**src/rtl/ysyx_23060184_pkg.sv**
```systemverilog
// rtl/ysyx_23060184_pkg.sv - shared encodings for the writeback unit
//
// Contents:
//   WB_*      writeback source select encodings (wb_sel)
//   F3_*      RV32I load funct3 encodings
//   wbu_state_e  writeback FSM states
package ysyx_23060184_pkg;

    // Writeback source select
    localparam logic [1:0] WB_ALU  = 2'b00;
    localparam logic [1:0] WB_LOAD = 2'b01;
    localparam logic [1:0] WB_PC4  = 2'b10;
    localparam logic [1:0] WB_CSR  = 2'b11;

    // RV32I load funct3
    localparam logic [2:0] F3_LB  = 3'b000;
    localparam logic [2:0] F3_LH  = 3'b001;
    localparam logic [2:0] F3_LW  = 3'b010;
    localparam logic [2:0] F3_LBU = 3'b100;
    localparam logic [2:0] F3_LHU = 3'b101;

    // Writeback FSM
    typedef enum logic {
        ST_IDLE  = 1'b0,
        ST_WRITE = 1'b1
    } wbu_state_e;

endpackage

```
**src/rtl/ysyx_23060184_ld_ext.sv**
```systemverilog
// rtl/ysyx_23060184_ld_ext.sv - load byte/halfword selection and extension
//
// Purely combinational.
// Ports:
//   word    in   DATA_WIDTH  raw aligned load word
//   offset  in   2           byte offset within the word (address[1:0])
//   funct3  in   3           RV32I load type
//   data    out  DATA_WIDTH  selected and extended load value
module ysyx_23060184_ld_ext
    import ysyx_23060184_pkg::*;
#(
    parameter int DATA_WIDTH = 32
) (
    input  logic [DATA_WIDTH-1:0] word,
    input  logic [1:0]            offset,
    input  logic [2:0]            funct3,
    output logic [DATA_WIDTH-1:0] data
);

    logic [7:0]  byte_sel;
    logic [15:0] half_sel;

    always_comb begin
        byte_sel = 8'h00;
        unique case (offset)
            2'd0: byte_sel = word[7:0];
            2'd1: byte_sel = word[15:8];
            2'd2: byte_sel = word[23:16];
            2'd3: byte_sel = word[31:24];
        endcase
    end

    // Halfword loads are assumed halfword-aligned; offset[0] is ignored.
    assign half_sel = offset[1] ? word[31:16] : word[15:0];

    always_comb begin
        data = word;
        case (funct3)
            F3_LB:   data = {{(DATA_WIDTH-8){byte_sel[7]}}, byte_sel};
            F3_LH:   data = {{(DATA_WIDTH-16){half_sel[15]}}, half_sel};
            F3_LW:   data = word;
            F3_LBU:  data = {{(DATA_WIDTH-8){1'b0}}, byte_sel};
            F3_LHU:  data = {{(DATA_WIDTH-16){1'b0}}, half_sel};
            default: data = word;
        endcase
    end

endmodule

```
**src/rtl/ysyx_23060184_wbu.sv**
```systemverilog
// rtl/ysyx_23060184_wbu.sv - writeback unit with valid/ready handshake
//
// Optional feature macro: YSYX_23060184_COMMIT_CNT_EN adds a 64-bit
// commit_cnt output counting WRITE cycles.
// Ports:
//   clk, resetn         clock, asynchronous active-low reset
//   Mvalid / Wready     upstream handshake (Wready high only in IDLE)
//   alu_res, mem_rdata, csr_rdata, pc, rd, rf_wen_in, wb_sel, ld_funct3
//                       memory-stage result, captured on acceptance
//   Wvalid              one-cycle writeback strobe
//   wen, waddr, wdata   register file write port
//   commit_pc           PC of the instruction written back
//   commit_cnt          (macro only) number of WRITE cycles since reset
module ysyx_23060184_wbu
    import ysyx_23060184_pkg::*;
#(
    parameter int DATA_WIDTH = 32,
    parameter int ADDR_WIDTH = 5
) (
    input  logic                  clk,
    input  logic                  resetn,
    input  logic                  Mvalid,
    output logic                  Wready,
    input  logic [DATA_WIDTH-1:0] alu_res,
    input  logic [DATA_WIDTH-1:0] mem_rdata,
    input  logic [DATA_WIDTH-1:0] csr_rdata,
    input  logic [DATA_WIDTH-1:0] pc,
    input  logic [ADDR_WIDTH-1:0] rd,
    input  logic                  rf_wen_in,
    input  logic [1:0]            wb_sel,
    input  logic [2:0]            ld_funct3,
    output logic                  Wvalid,
    output logic                  wen,
    output logic [ADDR_WIDTH-1:0] waddr,
    output logic [DATA_WIDTH-1:0] wdata,
`ifdef YSYX_23060184_COMMIT_CNT_EN
    output logic [63:0]           commit_cnt,
`endif
    output logic [DATA_WIDTH-1:0] commit_pc
);

    wbu_state_e            state;
    logic                  wready_q;
    logic                  wvalid_q;
    logic                  wen_q;

    // Captured copy of the upstream result; only changes on acceptance,
    // which keeps waddr/wdata/commit_pc stable between writebacks.
    logic [DATA_WIDTH-1:0] alu_q;
    logic [DATA_WIDTH-1:0] mem_q;
    logic [DATA_WIDTH-1:0] csr_q;
    logic [DATA_WIDTH-1:0] pc_q;
    logic [ADDR_WIDTH-1:0] rd_q;
    logic [1:0]            sel_q;
    logic [2:0]            f3_q;

    logic [DATA_WIDTH-1:0] load_data;
    logic [DATA_WIDTH-1:0] pc_plus4;

    always_ff @(posedge clk or negedge resetn) begin
        if (!resetn) begin
            state    <= ST_IDLE;
            wready_q <= 1'b1;
            wvalid_q <= 1'b0;
            wen_q    <= 1'b0;
            alu_q    <= '0;
            mem_q    <= '0;
            csr_q    <= '0;
            pc_q     <= '0;
            rd_q     <= '0;
            sel_q    <= WB_ALU;
            f3_q     <= F3_LB;
        end else begin
            case (state)
                ST_IDLE: begin
                    if (Mvalid) begin
                        state    <= ST_WRITE;
                        wready_q <= 1'b0;
                        wvalid_q <= 1'b1;
                        // x0 is hardwired to zero, so never request a write to it.
                        wen_q    <= rf_wen_in && (rd != '0);
                        alu_q    <= alu_res;
                        mem_q    <= mem_rdata;
                        csr_q    <= csr_rdata;
                        pc_q     <= pc;
                        rd_q     <= rd;
                        sel_q    <= wb_sel;
                        f3_q     <= ld_funct3;
                    end
                end
                ST_WRITE: begin
                    // Mvalid is ignored here; upstream holds until Wready returns.
                    state    <= ST_IDLE;
                    wready_q <= 1'b1;
                    wvalid_q <= 1'b0;
                    wen_q    <= 1'b0;
                end
                default: begin
                    state    <= ST_IDLE;
                    wready_q <= 1'b1;
                    wvalid_q <= 1'b0;
                    wen_q    <= 1'b0;
                end
            endcase
        end
    end

    ysyx_23060184_ld_ext #(
        .DATA_WIDTH (DATA_WIDTH)
    ) u_ld_ext (
        .word   (mem_q),
        .offset (alu_q[1:0]),
        .funct3 (f3_q),
        .data   (load_data)
    );

    assign pc_plus4 = pc_q + {{(DATA_WIDTH-3){1'b0}}, 3'd4};

    // Fed only from captured registers, so there is no path from the
    // upstream inputs to wdata within a cycle.
    always_comb begin
        wdata = alu_q;
        case (sel_q)
            WB_ALU:  wdata = alu_q;
            WB_LOAD: wdata = load_data;
            WB_PC4:  wdata = pc_plus4;
            WB_CSR:  wdata = csr_q;
            default: wdata = alu_q;
        endcase
    end

    assign Wready    = wready_q;
    assign Wvalid    = wvalid_q;
    assign wen       = wen_q;
    assign waddr     = rd_q;
    assign commit_pc = pc_q;

`ifdef YSYX_23060184_COMMIT_CNT_EN
    // Counts every WRITE cycle, including writes suppressed for x0 or
    // instructions without a destination.
    always_ff @(posedge clk or negedge resetn) begin
        if (!resetn) begin
            commit_cnt <= 64'd0;
        end else if (state == ST_WRITE) begin
            commit_cnt <= commit_cnt + 64'd1;
        end
    end
`endif

endmodule

```
**config.mk**
```make
export PLATFORM = sky130hd
export DESIGN_NAME = ysyx_23060184_wbu
export DESIGN_NICKNAME = d
export VERILOG_FILES = /design/src/rtl/ysyx_23060184_pkg.sv /design/src/rtl/ysyx_23060184_ld_ext.sv /design/src/rtl/ysyx_23060184_wbu.sv
export SDC_FILE = /design/constraint.sdc
export NUM_CORES = 1
export LEC_CHECK = 0
export CAP_MARGIN = 5
export CORE_MARGIN = 2
export CORE_UTILIZATION = 48
export DETAILED_ROUTE_END_ITERATION = 6
export GPL_TIMING_DRIVEN = 0
export PLACE_DENSITY = 0.81
export REMOVE_ABC_BUFFERS = 1
export SYNTH_ARGS = -nofsm -noshare
export SYNTH_HDL_FRONTEND = slang
export SYNTH_SLANG_ARGS = --single-unit
```
**constraint.sdc**
```tcl
create_clock -name clk -period 3 [get_ports clk]
set_clock_uncertainty 0.1 [all_clocks]
set_input_delay 0.45 -clock clk [delete_from_list [all_inputs] [get_ports clk]]
set_output_delay 0.45 -clock clk [all_outputs]
set_load 0.02 [all_outputs]
```
# Yosys cells after proc, flatten, opt, wreduce, memory -nomap -nowiden
# Index checks and enable logic that the tools add are counted.
# op_classes
n_reduce_logical	6
n_addsub	1
n_eq_ne	10
mux	12
n_bitwise	1
# op_table
op	count
32-bit case mux with 4 select lines	2
32-bit by 3-bit adder with 32-bit output, second input constant	1
8-bit case mux with 4 select lines	1
16-bit two-way mux	1
2-bit equality test, second input constant	4
1-bit case mux with 2 select lines	4
3-bit equality test, second input constant	2
5-bit nonzero test	1
2-bit by 1-bit equality test with 1-bit output, second input constant	2
2-bit zero test	2
1-bit two-way mux	4
3-bit by 1-bit equality test with 1-bit output, second input constant	1
3-bit zero test	1
2-bit != test, second input constant	1
2-bit AND reduction	1
1-bit logical AND	1
1-bit NOT	1
# word_totals
word_cells	41
regBits	142

# Logic depth before layout (Yosys ltp)
# Gate-level depths: netlist of the first run.
# depth
ltp_word	4
depth_mapped	7
mapped_depth_nobuf	6

# By module
# From an unflattened synthesis of the first run, not the netlist that was laid out.
# hier_totals
hier_cells	564
hier_area_um2	7216.9
# modules_own_cells
mod	instances	area_each_um2	cells_per_inst
ysyx_23060184_wbu	1	6567.5	454
ysyx_23060184_ld_ext	1	649.4	110

# Worst setup path after synthesis of the first run
# No wires, ideal clock.
# synth_path
path_kind	register to output
from	register pc_q[10], in the netlist commit_pc[10]
to	output wdata[25]
setup_slack_ns	0.092
arrival_time_ns	2.358
required_time_ns	2.450
path_stages_with_launch	7
cell_sequence	dfrtp_1 -> nand4_2 -> or4_1 -> buf_4 -> nor4_4 -> xnor2_1 -> a211oi_1
# synth_via
elab_chain_len	2
# synth_lines
element	line_no	rtl
from (decl)	ysyx_23060184_wbu.sv:52	logic [DATA_WIDTH-1:0] pc_q;
from (signal assigned)	ysyx_23060184_wbu.sv:85	pc_q <= pc;
32-bit by 3-bit adder with 32-bit output	ysyx_23060184_wbu.sv:117	assign pc_plus4 = pc_q + {{(DATA_WIDTH-3){1'b0}}, 3'd4};
32-bit case mux with 4 select lines	ysyx_23060184_wbu.sv:123	case (sel_q)
to (decl)	ysyx_23060184_wbu.sv:35	output logic [DATA_WIDTH-1:0] wdata,
# Every way passes these cells.

# Final worst setup path of the first run
# layout_path
from	register pc_q[12], in the netlist commit_pc[12]
to	output wdata[17]
# Same word-level chain as after synthesis.

==> impl_results.md, run 1 <==
* Post-synthesis mux area share at around 23%
* Synth top area cells: dfrtp_1 49%, mux2_2 21%, o21ai_0 2.2%
* GRT Total Usage at slightly below 30%
* M3 GR Usage at 7.30%
* CTS root buffer: clkbuf_16
* Ports at roughly 210
* Detailed Place HPWL at roughly 16000 µm
* CP cell instances: nand4_4 > or4_4 > buf_4 > or3_1 > a21oi_1 > o22a_1 > buf_4
* GRT Max-Usage Layer: met2
* Crit path time final at 3.07 ns
* Met2 usage at between 40% and 50%
* Fin cells at 1076
* Die area at 16000 µm²
* Fmax at between 0.3 and 0.4 GHz
* Ys Warns at 0
* Starting Density at between 40% and 50%
* Place WS at -1.10 ns
* Peak VDD IR at about 0.45 mV
* P_leak at 4.44 nW
* Chip height at between 100 and 150 µm
* Critical Path AT at around 2.5 ns
* DR iter-0 viols at between 500 and 600
* Largest family of logic cells by synthesized area: multiplexers
* Synth cell types at 56
* First-pass GRT wire length at between 30000 and 40000 µm
* Routability cong. at 0.942
* Slowest CP cell: or4_4
* FFs w/ async S/R, synth at 100%
* Dpl cells at roughly 1000
* Area leader, netlist: dfrtp_1
* TritonCTS clock tree: built
* Clk buf depth at 2
* Largest net degree at the start of global routing at 82
* Hold_ws at ~0.4 ns
* Fraction of post-synthesis cell area in the top cell type by area at between 40% and 50%
* Total Power at roughly 6.8 mW
* #FFs+latches synth at between 100 and 150
* Relative slew slack at between 40% and 50%
* Final net count at just over 1000
* CP Max Fanout at 6
* Failing checks: negative setup slack
* Post-Synth XOR/XNOR Area at about 2.8%
* Post-synthesis compound-gate area fraction at 11.8%
* Fin Setup TNS at -0.0800 ns
* Layout cells sized above 1 at 36.3%
* Placed inst area at ~9600 µm²
* Syn Area/Cell at 11.4 µm²
* Crit path max-delay family: simple AND/OR/NAND/NOR gates
* Post-route cell area at around 11000 µm²
* GR Layer Usage met1 at a little over a third
* Cells after Synth at around 630
* Critical path data required time at around 2.5 ns
* Port bufs at 213
* Synth Flop Type: dfrtp_1
* Worst-margin pin slew at 0.835 ns
* CP Buf/Inv Count at 2
* Total number of vias at between 6000 and 7000
* Num Clock Sinks at roughly 140
* MaxCap Viol Count at 0
* Avg WL per Cell at between 20 and 25 µm
* Crit. End Element: primary output
* Initial antenna violation count at 0
* Startpoint types: flop
* Seq/Total Area, Yosys at between 40% and 50%
* Count of final hold-check violations at 0
* Worst skew pair latency at roughly 0.42 ns
* Total grt overflow at 0
* Area delta synth->final at 50.8%
* Critical path class: reg -> out
* Slowest cell delay on critical path at between 0.5 and 0.6 ns
* Status: finished, violations left
* Vias in the first global route at 6628
* Type of the worst min-delay path: reg -> reg
* Simple-Gate Fraction of Synth Area at about a tenth
* Vias per inst at about 6.0
* Antenna Violating Nets Remaining at 0
* First drt pass iteration count at 7
* Pwr Density at between 600 and 700 nW/µm²
* CTS HTree Levels at 4
* Clock slew at reported path FFs at about 0.06 ns
* Number of diodes at 0
* Site Rows at 44
* Chip width at 127 µm
* Tcrit/Tclk final at 102%
* Core area at between 10000 and 15000 µm²
* CTS Buf Count at 17
* Core Util, Final at around 75%
* Final max-slew violation count at 0
* Residual DRC at 0
* Number of synthesized flops with an enable pin at 0
* Worst setup slack after layout at -0.0658 ns
* RSZ-0062 raised after global routing: true
* CP dominant cell by count: buf_4
* Post-Synth Adder-Cell Area at less than 1%
* Final setup fails at 3
* Cell Area, Synth at roughly 7200 µm²
* WL final at ~24000 µm
## cell usage after synthesis (all sizes together), types with 2 or more instances
cell type and instances:
a211oi 4, a21o 2, a21oi 29, a221o 7
a221oi 4, a22o 3, a22oi 5, a31oi 2
a32o 2, and2 6, and3 4, buf 4
clkbuf 39, dfrtp 141, inv 12, mux2 132
mux2i 8, mux4 4, nand2 40, nand2b 3
nand3 17, nand4 10, nor2 27, nor2b 3
nor3 15, nor4 4, o211ai 4, o21ai 31
o221ai 7, o22a 3, o22ai 11, o31ai 2
o32a 2, o32ai 3, or2 2, or3 3
or4 2, xnor2 11, xor2 12
## layout by cell type, fill, tap and decap left out, drive strengths merged, types with 5 or more instances in the layout
cell,netlist,routed
clkdlybuf4s50,0,180
dfrtp,141,141
mux2,132,132
buf,4,71
nand2,40,40
o21ai,31,31
clkbuf,39,31
a21oi,29,29
nor2,27,27
nand3,17,17
nor3,15,15
xor2,12,12
o22ai,11,11
inv,12,11
xnor2,11,11
nand4,10,10
mux2i,8,8
a221o,7,7
o221ai,7,7
clkinv,0,7
and2,6,6
dlygate4sd2,0,6
clkinvlp,0,5
a22oi,5,5
## path summary, 6_finish.rpt
check / from / end / slack [ns] / cells after the start
max: commit_pc[12] / wdata[17] / -0.07 / 7
min: alu_q[18] / alu_q[18] / 0.40 / 1
max reg2reg: state / mem_q[30] / 0.71 / 4
min reg2reg: alu_q[18] / alu_q[18] / 0.40 / 1
max in group asynchronous: resetn / sel_q[0] / 1.50 / 3
min in group asynchronous: resetn / csr_q[31] / 0.47 / 2
## layer usage
| layer | wire length (µm) | part of all wire, % | up-vias |
|---|---|---|---|
| met1 | 9200 | 39 | 3261 |
| met3 | 1860 | 7.8 | 62 |
| met2 | 11900 | 50 | 333 |
| met4 | 873 | 3.7 | 0 |
| li1 | - | - | 2825 |
| met5 | 0 | 0 | - |
## final cells by class
cell class                 count  area, µm²
multi-input combinational    434       3750
tap                          184        230
sequential                   142       3590
timing repair buffer         271       2680
clock buffer                  21        470
clock inverter                11       91.3
inverter                      12       48.8
timing repair inverter         1       7.51
fill                         960       3720
## power by group
part / switching [mW] / internal [mW] / leakage (nW)
clock network: 0.829 / 1.20 / 0.274
registers: 0.284 / 2.21 / 1.64
logic: 1.15 / 1.14 / 2.52
total: 2.26 / 4.55 / 4.44
## sequential cells by signal, summed over array words and instances, names as in the netlist
signal     flops
sel_q          2
Wvalid         1
wen            1
Wready         1
waddr          5
mem_q         32
alu_q         32
csr_q         32
f3_q           3
state          1
commit_pc     32
## what timing repair did
action	CTS	global route
buffers inserted	39	12
hold buffers	1	0
pin swaps	15	17
gates cloned	1	0
setup endpoints to repair	32	25
gates resized for setup	164	41
endpoints found under the hold margin	60	0
## cell families after synthesis
family	Yosys count
AOI/OAI and AO/OA	126
and+or+nand+nor	140
buffers and inverters	55
DFF	142
xor gates and xnor gates	23
adders and majority gates	1
muxes	144
(Power assumes the default switching activity.)
==> run 2, diff against run 1 <==
Settings changed: CAP_MARGIN 5 to default.
==> run 2 against run 1 <==
- the flow still finishes with violations (negative setup slack)
- hold slack better by 0.00084 ns
- clock power is 3% higher
- combinational power is 3% higher
- non-clock buffer count is 8 higher
- power is 2.0% higher
- maximum frequency is 0.35% higher
- sequential cell count stayed put
==> impl_results.md, run 2 (synthesis gave the netlist of run 1 again) <==
* Status: finished, violations left
* Failing checks: negative setup slack
* Total grt overflow at 0
* MaxCap Viol Count at 0
* Tcrit/Tclk final at 102%
* Chip height at roughly 130 µm
* Largest net degree at the start of global routing at 82
* Count of final hold-check violations at 0
* Hold_ws at between 0.4 and 0.5 ns
* Port bufs at approximately 210
* Chip width at 127 µm
* Worst reg2reg path depth at 4
* Crit. Startpoint: commit_pc[6]
* Pwr Density at roughly 630 nW/µm²
* Critical path data required time at about 2.5 ns
* Antenna Violating Nets Remaining at 0
* Slowest cell delay on critical path at around 0.65 ns
* Worst min-delay path startpoint: csr_q[10]
* CTS root buffer: clkbuf_16
* Critical path class: reg -> out
* Residual DRC at 0
* Fin Setup TNS at -0.147 ns
* Hold Path Sink: csr_q[10]
* Num Clock Sinks at ~140
* Commonest non-fill, non-tap cells in the layout: 180 x clkdlybuf4s50_1, 130 x mux2_2, 119 x dfrtp_1
* Vias per inst at about 6.1
* Worst R2R Start: state
* Die area at roughly 16000 µm²
* Ports at between 200 and 250
* Crit. End Element: primary output
* Area taken by multi-input logic gates at 3750 µm²
* Startpoint types: flop
* CTS HTree Levels at 4
* Worst-margin pin slew at roughly 0.83 ns
* DR iter-0 viols at 443
* CTS Buf Count at 17
* Critical Path AT at between 2 and 3 ns
* TritonCTS clock tree: built
* Final max-slew violation count at 0
* Peak VDD IR at 0.449 mV
* Reg-to-reg endpoint: csr_q[20]
* # fillers at 928
* Total number of vias at 6569
* Vias in the first global route at 6716
* Total Power at a little under 7 mW
* Detailed Place HPWL at 15700 µm
* GRT Total Usage at around 30%
* Place WS at -1.10 ns
* Final net count at ~1000
* Hold Crit Depth at 1
* Reg-to-reg slack, setup at roughly 0.71 ns
* Starting Density at approximately half
* P_leak at around 4.5 nW
* Worst skew pair latency at around 0.42 ns
* CP cell instances: nand3_4 > or4_4 > nor4b_4 > xnor2_1 > o221ai_2 > buf_4
* Dpl cells at 991
* Crit path time final at 3.06 ns
* Fin cells at around 1100
* Area delta synth->final at 52.9%
* Slowest CP cell: or4_4
* Initial antenna violation count at 1
* Fmax at 0.327 GHz
* WL final at 24300 µm
* Final setup fails at 3
* Layout cells sized above 1 at a little over a third
* First drt pass iteration count at 5
* Relative slew slack at between 40 and 50%
* Type of the worst min-delay path: reg -> reg
* First-pass GRT wire length at around 37000 µm
* Worst setup slack after layout at -0.0552 ns
* Core area at between 10000 and 15000 µm²
* CP Max Fanout at 7
* RSZ-0062 raised after global routing: true
* Clk buf depth at 2
* Site Rows at 44
* Most common cell after layout, fill and taps aside: clkdlybuf4s50_1
* Avg WL per Cell at 22.4 µm
* Routability cong. at between 0.9 and 1
* Clock slew at reported path FFs at roughly 0.06 ns
* Register area at 3590 µm²
==> run 2: area by class of cell <==
cell class              instances  area share [%]
well taps                     184            2.09
repair inverters                1          0.0681
multi-input cells             434            34.1
inverters                      12           0.443
diodes                          1          0.0227
repair buffers                279            25.4
clock inverters                 6           0.749
flip-flops and latches        142            32.6
clock buffers                  26            4.53
==> run 2: per-layer routing <==
layer | global-route usage, % | part of all wire [%] | vias up
li1 | - | - | 2853
met1 | 36.5 | 38 | 3257
met2 | 50.0 | 49 | 372
met3 | 8.18 | 9.0 | 87
met4 | 13.8 | 4.5 | 0
met5 | 0 | 0 | -
==> run 2: worst max-delay path: cells and delay by family, from the launching register on <==
kind                      cells  cell delay (ns)
xor gates and xnor gates      1             0.15
AOI/OAI and AO/OA             1             0.17
buffers and inverters         1             0.17
and+or+nand+nor               3             1.18
DFF                           1             0.40
==> run 2: stage by stage <==
stage	utilization, %	instance area [µm²]
2_1_floorplan	-	7040
6_report	75.5	11000
4_1_cts	74.2	10800
3_3_place_gp	64.5	9400
3_5_place_dp	65.5	9560
5_1_grt	75.5	11000
==> run 2: worst max path at each step <==
stage                    endpoint  cells after the start  slack (ns)
floorplan                alu_q[0]                      3       -4.39
global placement    commit_pc[26]                      4       -7.32
detailed placement      wdata[21]                      7       -1.10
CTS                     wdata[22]                      7       -0.04
global route            wdata[29]                      6       -0.13
finish                  wdata[29]                      6       -0.06
==> run 2: power by group <==
part / switching, mW / internal (mW)
sequential: 0.280 / 2.21
clock: 0.796 / 1.31
combinational: 1.17 / 1.19
total: 2.24 / 4.70
==> run 2: repair_timing <==
item / in CTS / in global routing
pin swaps: 11 / 16
endpoints found under the setup margin: 32 / 23
setup buffers: 43 / 15
gates resized for setup: 162 / 27
cloned: 1 / 1
hold buffers: 1 / 0
hold endpoints to repair: 60 / 0
